--- config.mk ---
export PLATFORM = sky130hd
export DESIGN_NAME = ps2_scan_ctrl
export DESIGN_NICKNAME = d
export VERILOG_FILES = /design/src/rtl/ps2_pkg.sv /design/src/rtl/ps2_prefix_decode.sv /design/src/rtl/ps2_scan_ctrl.sv
export SDC_FILE = /design/constraint.sdc
export NUM_CORES = 1
export LEC_CHECK = 0
export ABC_AREA = 1
export BUFFER_PORTS_ARGS = -buffer_cell sky130_fd_sc_hd__buf_2
export CORE_MARGIN = 2
export CORE_UTILIZATION = 25
export DETAILED_ROUTE_END_ITERATION = 10
export PLACE_DENSITY = 0.46
export SLEW_MARGIN = 30
export SYNTH_ARGS = -nofsm -noshare
export SYNTH_HDL_FRONTEND = slang
export SYNTH_HIERARCHICAL = 1
export SYNTH_SLANG_ARGS = --single-unit
--- constraint.sdc ---
create_clock -name clk -period 2.1 [get_ports clk]
set_input_delay 0.525 -clock clk [delete_from_list [all_inputs] [get_ports clk]]
set_output_delay 0.525 -clock clk [all_outputs]
set_load 0.02 [all_outputs]
--- src/rtl/ps2_pkg.sv ---
// Shared constants and FSM encoding for the PS/2 scan-code sequencing controller.
package ps2_pkg;

  localparam logic [7:0] PS2_BREAK = 8'hF0;
  localparam logic [7:0] PS2_EXT   = 8'hE0;
  localparam logic [7:0] PS2_ERR0  = 8'h00;
  localparam logic [7:0] PS2_ERR1  = 8'hFF;

  typedef enum logic [1:0] {
    IDLE   = 2'd0,
    POP    = 2'd1,
    SETTLE = 2'd2
  } ps2_state_e;

endpackage

--- src/rtl/ps2_prefix_decode.sv ---
// Classifies one set-2 byte against the pending E0/F0 prefix flags and
// produces the updated flags plus the event fields a code byte would carry.
module ps2_prefix_decode
  import ps2_pkg::*;
(
  input  logic [7:0] byte_i,
  input  logic       ext_i,
  input  logic       brk_i,
  output logic       is_prefix_o,
  output logic       is_err_o,
  output logic       ext_o,
  output logic       brk_o,
  output logic [7:0] ev_code_o,
  output logic       ev_ext_o,
  output logic       ev_brk_o
);

  // Prefixes accumulate in either order; errors and code bytes both end the sequence.
  always_comb begin
    is_prefix_o = 1'b0;
    is_err_o    = 1'b0;
    ext_o       = 1'b0;
    brk_o       = 1'b0;
    ev_code_o   = byte_i;
    ev_ext_o    = ext_i;
    ev_brk_o    = brk_i;
    case (byte_i)
      PS2_EXT: begin
        is_prefix_o = 1'b1;
        ext_o       = 1'b1;
        brk_o       = brk_i;
      end
      PS2_BREAK: begin
        is_prefix_o = 1'b1;
        ext_o       = ext_i;
        brk_o       = 1'b1;
      end
      PS2_ERR0, PS2_ERR1: begin
        is_err_o = 1'b1;
      end
      default: begin
      end
    endcase
  end

endmodule

--- src/rtl/ps2_scan_ctrl.sv ---
// Pops bytes from the ps2_keyboard FIFO, folds prefixes into single key events,
// tracks the held key and press count, and raises sticky error/overflow flags.
module ps2_scan_ctrl
  import ps2_pkg::*;
#(
  parameter int CNT_W           = 8,
  parameter bit SUPPRESS_REPEAT = 1'b1
) (
  input  logic             clk,
  input  logic             clrn,
  input  logic [7:0]       kb_data,
  input  logic             kb_ready,
  input  logic             kb_overflow,
  output logic             kb_nextdata_n,
  output logic             ev_valid,
  input  logic             ev_ready,
  output logic [7:0]       ev_code,
  output logic             ev_ext,
  output logic             ev_break,
  output logic             held_valid,
  output logic [8:0]       held_code,
  output logic [CNT_W-1:0] press_cnt,
  output logic             err_sticky,
  output logic             ovf_sticky,
  input  logic             clr_sticky
);

  ps2_state_e       state_q, state_d;
  logic [7:0]       byte_q, byte_d;
  logic             ext_q, ext_d;
  logic             brk_q, brk_d;
  logic             ev_valid_q, ev_valid_d;
  logic [7:0]       ev_code_q, ev_code_d;
  logic             ev_ext_q, ev_ext_d;
  logic             ev_brk_q, ev_brk_d;
  logic             held_valid_q, held_valid_d;
  logic [8:0]       held_code_q, held_code_d;
  logic [CNT_W-1:0] cnt_q, cnt_d;
  logic             err_q, err_d;
  logic             ovf_q, ovf_d;
  logic             err_set;

  logic       dec_prefix, dec_err, dec_ext, dec_brk;
  logic [7:0] dec_code;
  logic       dec_ev_ext, dec_ev_brk;
  logic [8:0] dec_key;
  logic       is_repeat;

  ps2_prefix_decode u_decode (
    .byte_i      (byte_q),
    .ext_i       (ext_q),
    .brk_i       (brk_q),
    .is_prefix_o (dec_prefix),
    .is_err_o    (dec_err),
    .ext_o       (dec_ext),
    .brk_o       (dec_brk),
    .ev_code_o   (dec_code),
    .ev_ext_o    (dec_ev_ext),
    .ev_brk_o    (dec_ev_brk)
  );

  assign dec_key   = {dec_ev_ext, dec_code};
  assign is_repeat = SUPPRESS_REPEAT && held_valid_q && (held_code_q == dec_key);

  // A pending event blocks the next capture, so back-pressure reaches the FIFO.
  always_comb begin
    state_d      = state_q;
    byte_d       = byte_q;
    ext_d        = ext_q;
    brk_d        = brk_q;
    ev_valid_d   = ev_valid_q;
    ev_code_d    = ev_code_q;
    ev_ext_d     = ev_ext_q;
    ev_brk_d     = ev_brk_q;
    held_valid_d = held_valid_q;
    held_code_d  = held_code_q;
    cnt_d        = cnt_q;
    err_set      = 1'b0;
    kb_nextdata_n = 1'b1;

    if (ev_valid_q && ev_ready) begin
      ev_valid_d = 1'b0;
    end

    case (state_q)
      IDLE: begin
        if (kb_ready && !ev_valid_q) begin
          byte_d  = kb_data;
          state_d = POP;
        end
      end
      POP: begin
        kb_nextdata_n = 1'b0;
        state_d       = SETTLE;
        ext_d         = dec_ext;
        brk_d         = dec_brk;
        if (dec_err) begin
          err_set = 1'b1;
        end else if (!dec_prefix) begin
          if (!dec_ev_brk) begin
            if (!is_repeat) begin
              ev_valid_d   = 1'b1;
              ev_code_d    = dec_code;
              ev_ext_d     = dec_ev_ext;
              ev_brk_d     = 1'b0;
              cnt_d        = cnt_q + CNT_W'(1);
              held_valid_d = 1'b1;
              held_code_d  = dec_key;
            end
          end else begin
            ev_valid_d = 1'b1;
            ev_code_d  = dec_code;
            ev_ext_d   = dec_ev_ext;
            ev_brk_d   = 1'b1;
            if (held_code_q == dec_key) begin
              held_valid_d = 1'b0;
            end
          end
        end
      end
      SETTLE: begin
        state_d = IDLE;
      end
      default: begin
        state_d = IDLE;
      end
    endcase

    // A set on the same cycle as a clear must win.
    err_d = err_set | (err_q & ~clr_sticky);
    ovf_d = kb_overflow | (ovf_q & ~clr_sticky);
  end

  always_ff @(posedge clk or negedge clrn) begin
    if (!clrn) begin
      state_q      <= IDLE;
      byte_q       <= 8'h00;
      ext_q        <= 1'b0;
      brk_q        <= 1'b0;
      ev_valid_q   <= 1'b0;
      ev_code_q    <= 8'h00;
      ev_ext_q     <= 1'b0;
      ev_brk_q     <= 1'b0;
      held_valid_q <= 1'b0;
      held_code_q  <= 9'h000;
      cnt_q        <= '0;
      err_q        <= 1'b0;
      ovf_q        <= 1'b0;
    end else begin
      state_q      <= state_d;
      byte_q       <= byte_d;
      ext_q        <= ext_d;
      brk_q        <= brk_d;
      ev_valid_q   <= ev_valid_d;
      ev_code_q    <= ev_code_d;
      ev_ext_q     <= ev_ext_d;
      ev_brk_q     <= ev_brk_d;
      held_valid_q <= held_valid_d;
      held_code_q  <= held_code_d;
      cnt_q        <= cnt_d;
      err_q        <= err_d;
      ovf_q        <= ovf_d;
    end
  end

  assign ev_valid   = ev_valid_q;
  assign ev_code    = ev_code_q;
  assign ev_ext     = ev_ext_q;
  assign ev_break   = ev_brk_q;
  assign held_valid = held_valid_q;
  assign held_code  = held_code_q;
  assign press_cnt  = cnt_q;
  assign err_sticky = err_q;
  assign ovf_sticky = ovf_q;

endmodule

# Yosys cells after proc, flatten, opt, wreduce, memory -nomap -nowiden
# Cells that the tools add are included.
dict set report word_totals {
  reg_bits 43
}
dict set report op_classes {
  n_addsub 1
  eq_ne 8
  muxes 24
  bitwise_logic 11
  n_reduce_logical 14
}
# op count
set op_table {}
lappend op_table {{8-bit == test, second input constant} 3}
lappend op_table {{1-bit two-way mux} 18}
lappend op_table {{8-bit two-way mux} 2}
lappend op_table {{5-bit AND reduction} 2}
lappend op_table {{9-bit == test} 1}
lappend op_table {{8-bit by 1-bit adder with 8-bit output, second input constant} 1}
lappend op_table {{8-bit logical NOT} 1}
lappend op_table {{1-bit NOT} 7}
lappend op_table {{2-bit AND reduction} 3}
lappend op_table {{2-bit inequality test, second input constant} 2}
lappend op_table {{1-bit case mux with 2 select lines} 2}
lappend op_table {{2-bit case mux with 2 select lines} 1}
lappend op_table {{4-bit AND reduction} 1}
lappend op_table {{2-bit OR reduction} 2}
lappend op_table {{1-bit logical AND} 3}
lappend op_table {{1-bit AND} 2}
lappend op_table {{2-bit by 1-bit == test with 1-bit output, second input constant} 1}
lappend op_table {{2-bit logical NOT} 1}
lappend op_table {{2-bit two-way mux} 1}
lappend op_table {{2-bit by 1-bit inequality test with 1-bit output, second input constant} 1}
lappend op_table {{1-bit OR} 2}
lappend op_table {{1-bit logical NOT} 1}

# Depth between registers and ports, before layout
dict set report depth {
  depth_word 7
  mapped_depth 13
  depth_no_buf 11
}

# Hierarchy
# The synthesis kept the hierarchy.
# mod instances cells_per_inst area_each_um2 seq_area_each_um2
set modules_own_cells {}
lappend modules_own_cells {ps2_scan_ctrl 1 251 2103.3 1076.0}
lappend modules_own_cells {ps2_prefix_decode 1 38 186.4 0.0}

# Worst setup path after synthesis
# No wires, ideal clock.
dict set report synth_path {
  path_kind {register to register}
  startpoint {reg byte_q[1]}
  endpoint {reg ev_valid_q, in the netlist ev_valid}
  setup_time_ns 0.133
  arrival_time_ns 1.463
  required_ns 1.967
  path_slack_ns 0.504
  path_stages_with_launch 13
  synth_period_minus_slack_ns 1.596
  cell_sequence {dfrtp_1 inv_1 nand2_1 nor2_2 nand3_1 nand2_1 nor2_1 nand2_4 inv_1 buf_4 nand2_1 buf_2 o211ai_1}
}
dict set report synth_between {
  elab_cells_between_ends 15
  classes_between {eq/ne (4); mux (7); reduce/logical (4)}
}
# element line
set synth_lines {}
lappend synth_lines {{from (decl)} ps2_scan_ctrl.sv:29} ;# logic [7:0] byte_q, byte_d;
lappend synth_lines {{from (signal assigned)} ps2_scan_ctrl.sv:151} ;# byte_q <= byte_d;
lappend synth_lines {{8-bit == test / 8-bit logical NOT (equally long branches)} ps2_prefix_decode.sv:27} ;# case (byte_i)
lappend synth_lines {{2-bit OR reduction *} ps2_prefix_decode.sv:27}
lappend synth_lines {{1-bit two-way mux *} ps2_prefix_decode.sv:27}
lappend synth_lines {{named net dec_err} ps2_scan_ctrl.sv:43} ;# logic dec_prefix, dec_err, dec_ext, dec_brk;
lappend synth_lines {{1-bit two-way mux *} ps2_scan_ctrl.sv:97} ;# if (dec_err) begin
lappend synth_lines {{1-bit two-way mux *} ps2_scan_ctrl.sv:85} ;# case (state_q)
lappend synth_lines {{named net ev_valid_d} ps2_scan_ctrl.sv:32} ;# logic ev_valid_q, ev_valid_d;
lappend synth_lines {{to (signal assigned)} ps2_scan_ctrl.sv:154} ;# ev_valid_q <= ev_valid_d;
lappend synth_lines {{to (decl)} ps2_scan_ctrl.sv:32}
# The timed path passes the listed nets; every way through them passes the cells marked *.
# A chain may end at the register's enable or synchronous reset.

# Worst setup path after layout
dict set report layout_path {
  startpoint {reg byte_q[0]}
  endpoint {reg ev_code_q[2], in the netlist ev_code[2]}
}
dict set report layout_between {
  elab_chain_cells 5
  elab_cells_between_ends 14
  classes_between {eq/ne (5); mux (2); bitwise (2); reduce/logical (5)}
}
# element line
set layout_lines {}
lappend layout_lines {{8-bit == test / 8-bit logical NOT (equally long branches)} ps2_prefix_decode.sv:27}
lappend layout_lines {{2-bit OR reduction *} ps2_prefix_decode.sv:27}
lappend layout_lines {{1-bit two-way mux *} ps2_prefix_decode.sv:27}
lappend layout_lines {{named net dec_err} ps2_scan_ctrl.sv:43}
lappend layout_lines {{1-bit NOT (no source line) *} --}
lappend layout_lines {{4-bit AND reduction (no source line) *} --}
lappend layout_lines {{to (signal assigned)} ps2_scan_ctrl.sv:155} ;# ev_code_q <= ev_code_d;
lappend layout_lines {{to (decl)} ps2_scan_ctrl.sv:33} ;# logic [7:0] ev_code_q, ev_code_d;
# Marked as above.

==> flow_summary_export.csv <==
group,metric,value,unit
outcome,status,"complete, no violations",
die,floorplan.rows,34,
die,io_pins,46,
synthesis,avgSynthCellArea,7.92,µm²
timing,slew_viol_final,0,
route,antenna_left,0,
clock_network,cts_tree,"built",
finish,nNetsFinal,348,
clock_network,cts_sinks,43,
global_route,grt_max_degree,28,
timing,skew,0.0146,ns
timing,hold_slack,0.187,ns
synthesis,synthesis.nets,304,
setup_path,worst_r2r_path_depth,12,
placed_design,place_ws,0.154,ns
synthesis,synth_seq_cells,43,
timing,worst_slew_pin_slew,0.509,ns
setup_path,crit_path_cell_trace,"inv_1, nand2_1, nor2_2, nand3_1, nand2_1, nor2_1, nand2_4, inv_1, o21ai_1, buf_4, nand3_1, nand2_1",
power_and_ir_drop,vdd_ir_drop_max,0.404,mV
global_route,antenna_found_initial,0,
route,routed_wl,5.39,mm
finish,fin_util,30.6,%
timing,period_needed,1.86,ns
timing,fin_crit_sh,88.4,%
route,wl_met2,2.49,mm
synthesis,yosysTopAreaCell,"dfrtp_1",
placed_design,hpwl,4.05,mm
setup_path,worstSetupPathType,"reg2reg",
synthesis,synth_top_area_share,47.0,%
route,firstDrtPassIters,4,
setup_path,worst-path-max-fanout,11,
clock_network,clock_path_buffers,2,
route,routedWlPerCell,12.2,µm
finish,drive_above_1_share,22.5,%
route,dr.max_layer_used,"met4",
setup_path,start_kind,"flop",
route,initialDrtViolationCount,85,
setup_path,cp_top_family,"simple AND/OR/NAND/NOR gates",
setup_path,worstPathRequired,2.28,ns
route,via_count,1871,
synthesis,ys_top_cells_by_area,"dfrtp_1 47%, nand2_1 18%, nand3_1 7.2%",
global_route,grt_overflow_total,0,
setup_path,reg2reg_from,"byte_q[0]$_DFFE_PN0P_",
setup_path,critPathArrivalTime,2.04,ns
power_and_ir_drop,cellPowerDensity,1410,mW/mm²
die,dieWidth,99.7,µm
route,avgViaCountPerCell,4.24,
synthesis,synth-seq-area-share,47.0,%
finish,final_common_cell,"nand2_1",
timing,hold_viol_final,0,
route,drc,0,
synthesis,ys.warnings.count,6,
finish,diodes,0,
setup_path,path_buf_inv,3,
clock_network,cts_buffers,5,
global_route,grt_usage,11.6,%
route,wl_met1,2.65,mm
timing,setup_ws,0.243,ns
route,met3_length,171,µm
placed_design,portBuffers,45,
timing,rsz0062_at_grt,"false",
setup_path,end_kind,"flop",
clock_network,cts_hold_buffers,0,
finish,multi_input_area,960,µm²
finish,fillCellCount,945,
clock_network,path_clk_slew,0.09,ns
synthesis,synth_area,0.00229,mm²
setup_path,crit_path_frequent_cell,"nand2_1",
power_and_ir_drop,report.power.total,3.81,mW
synthesis,postSynthCellCount,289,
timing,finalSetupViolations,0,
setup_path,r2r-end,"ev_code[2]$_DFFE_PN0P_",
die,dieArea,0.00994,mm²
setup_path,critical_path.max_stage_delay,0.51,ns
placed_design,gp_congestion,0.793,
finish,layout_common_cells,"109 x nand2_1, 45 x buf_2, 43 x dfrtp_1",
clock_network,h-tree-depth,2,
finish,seqCellArea,0.00108,mm²
clock_network,cts-root-buf,"clkbuf_8",
min_path,worstHoldPathType,"in2async",
die,core_region_area,0.00881,mm²
flow_run,drv_cap,0,
synthesis,synth_cell_types,26,
setup_path,cpMaxStageDelayCell,"dfrtp_1",
die,initial_core_util,26.0,%
die,dieHeight,99.7,µm
setup_path,ff2ff_setup_slack,0.24,ns
global_route,grt_pass1_vias,1881,
timing,tns,0,ns
timing,slew_headroom,66.1,%
timing,maxClockFrequency,538,MHz
global_route,grt_pass1_wl,9.23,mm
clock_network,clock_latency,0.30,ns
finish,area_growth,17.9,%
power_and_ir_drop,p_leak,1.46,nW
-- sequential cells by signal, summed over array words and instances, names as in the netlist, 2 cells and up --
register / flops
byte_q: 8
held_code: 9
ev_code: 8
press_cnt: 8
state_q: 2
-- area by class of cell --
class	instances	share of cell area, %
timing repair buffer	52	10.8
sequential	43	39.9
clock inverter	2	1.39
inverter	35	4.87
tap	108	5.01
multi-input combinational	196	35.6
clock buffer	5	2.55
-- through the flow --
stage,cells,area [µm²]
after floorplan,289,2290
after global placement,434,2590
after detailed placement,434,2590
after CTS,441,2700
after global routing,441,2700
final,441,2700
-- worst max-delay path by stage --
stage                          startpoint                     end  slack, ns  depth (start not counted)
finish              byte_q[0]$_DFFE_PN0P_  ev_code[2]$_DFFE_PN0P_       0.24                         12
global route        byte_q[2]$_DFFE_PN0P_      ev_ext$_DFFE_PN0P_       0.04                         12
CTS                 byte_q[2]$_DFFE_PN0P_  ev_code[2]$_DFFE_PN0P_       0.13                         11
detailed placement  byte_q[2]$_DFFE_PN0P_  ev_code[2]$_DFFE_PN0P_       0.15                         11
global placement    byte_q[2]$_DFFE_PN0P_  ev_code[7]$_DFFE_PN0P_       0.23                         11
floorplan           byte_q[1]$_DFFE_PN0P_      ev_valid$_DFF_PN0_       0.50                         12
-- cells in the mapped netlist --
| master | instances |
|---|---|
| o21ai_2 | 3 |
| a21boi_0 | 1 |
| o21ai_1 | 2 |
| nor2_1 | 10 |
| buf_2 | 1 |
| nand2_4 | 2 |
| nor2_4 | 3 |
| inv_2 | 2 |
| buf_4 | 12 |
| nand3b_1 | 1 |
| nand2_8 | 1 |
| nand4_1 | 4 |
| nor2_2 | 2 |
| nand3_1 | 33 |
| o21ai_0 | 9 |
| nand2_1 | 110 |
| nand2_2 | 1 |
| o211ai_1 | 1 |
| nor3_2 | 1 |
| xor2_1 | 1 |
| o21bai_1 | 1 |
| inv_1 | 33 |
| buf_8 | 2 |
| ha_1 | 1 |
| xnor2_1 | 9 |
| dfrtp_1 | 43 |
-- cell families after synthesis --
family                   count (synthesis)  share of synthesized area, %
XOR/XNOR                                10                          3.83
AO/OA/AOI/OAI                           17                          4.54
adder cells (fa/ha/maj)                  1                         0.546
AND/OR/NAND/NOR                        168                          32.9
flip-flops                              43                          47.0
buffers and inverters                   50                          11.2
-- power breakdown --
part	leakage [nW]	total, mW	internal, mW	switching, mW
clock	0.0502	0.645	0.348	0.297
sequential	0.553	1.44	1.11	0.331
combinational	0.853	1.73	0.621	1.11
-- routing by layer --
layer | track usage (%) | up-vias
met5 | 0 | -
met4 | 3.69 | 0
met3 | 2.53 | 6
met2 | 19.4 | 31
met1 | 15.0 | 854
li1 | - | 980
-- what timing repair did --
item                       CTS  global route
setup endpoints to repair    0             4
setup buffers                0             0
resized for setup            0             1
-- worst reg2reg max path: stages (launching register included) --
cell and delay [ns]:
dfrtp_1 0.51, inv_1 0.07, nand2_1 0.08, nor2_2 0.06, nand3_1 0.07, nand2_1 0.08, nor2_1 0.19, nand2_4 0.09
inv_1 0.18, o21ai_1 0.10, buf_4 0.18, nand3_1 0.08, nand2_1 0.05
Power figures use the tool's default switching activity.
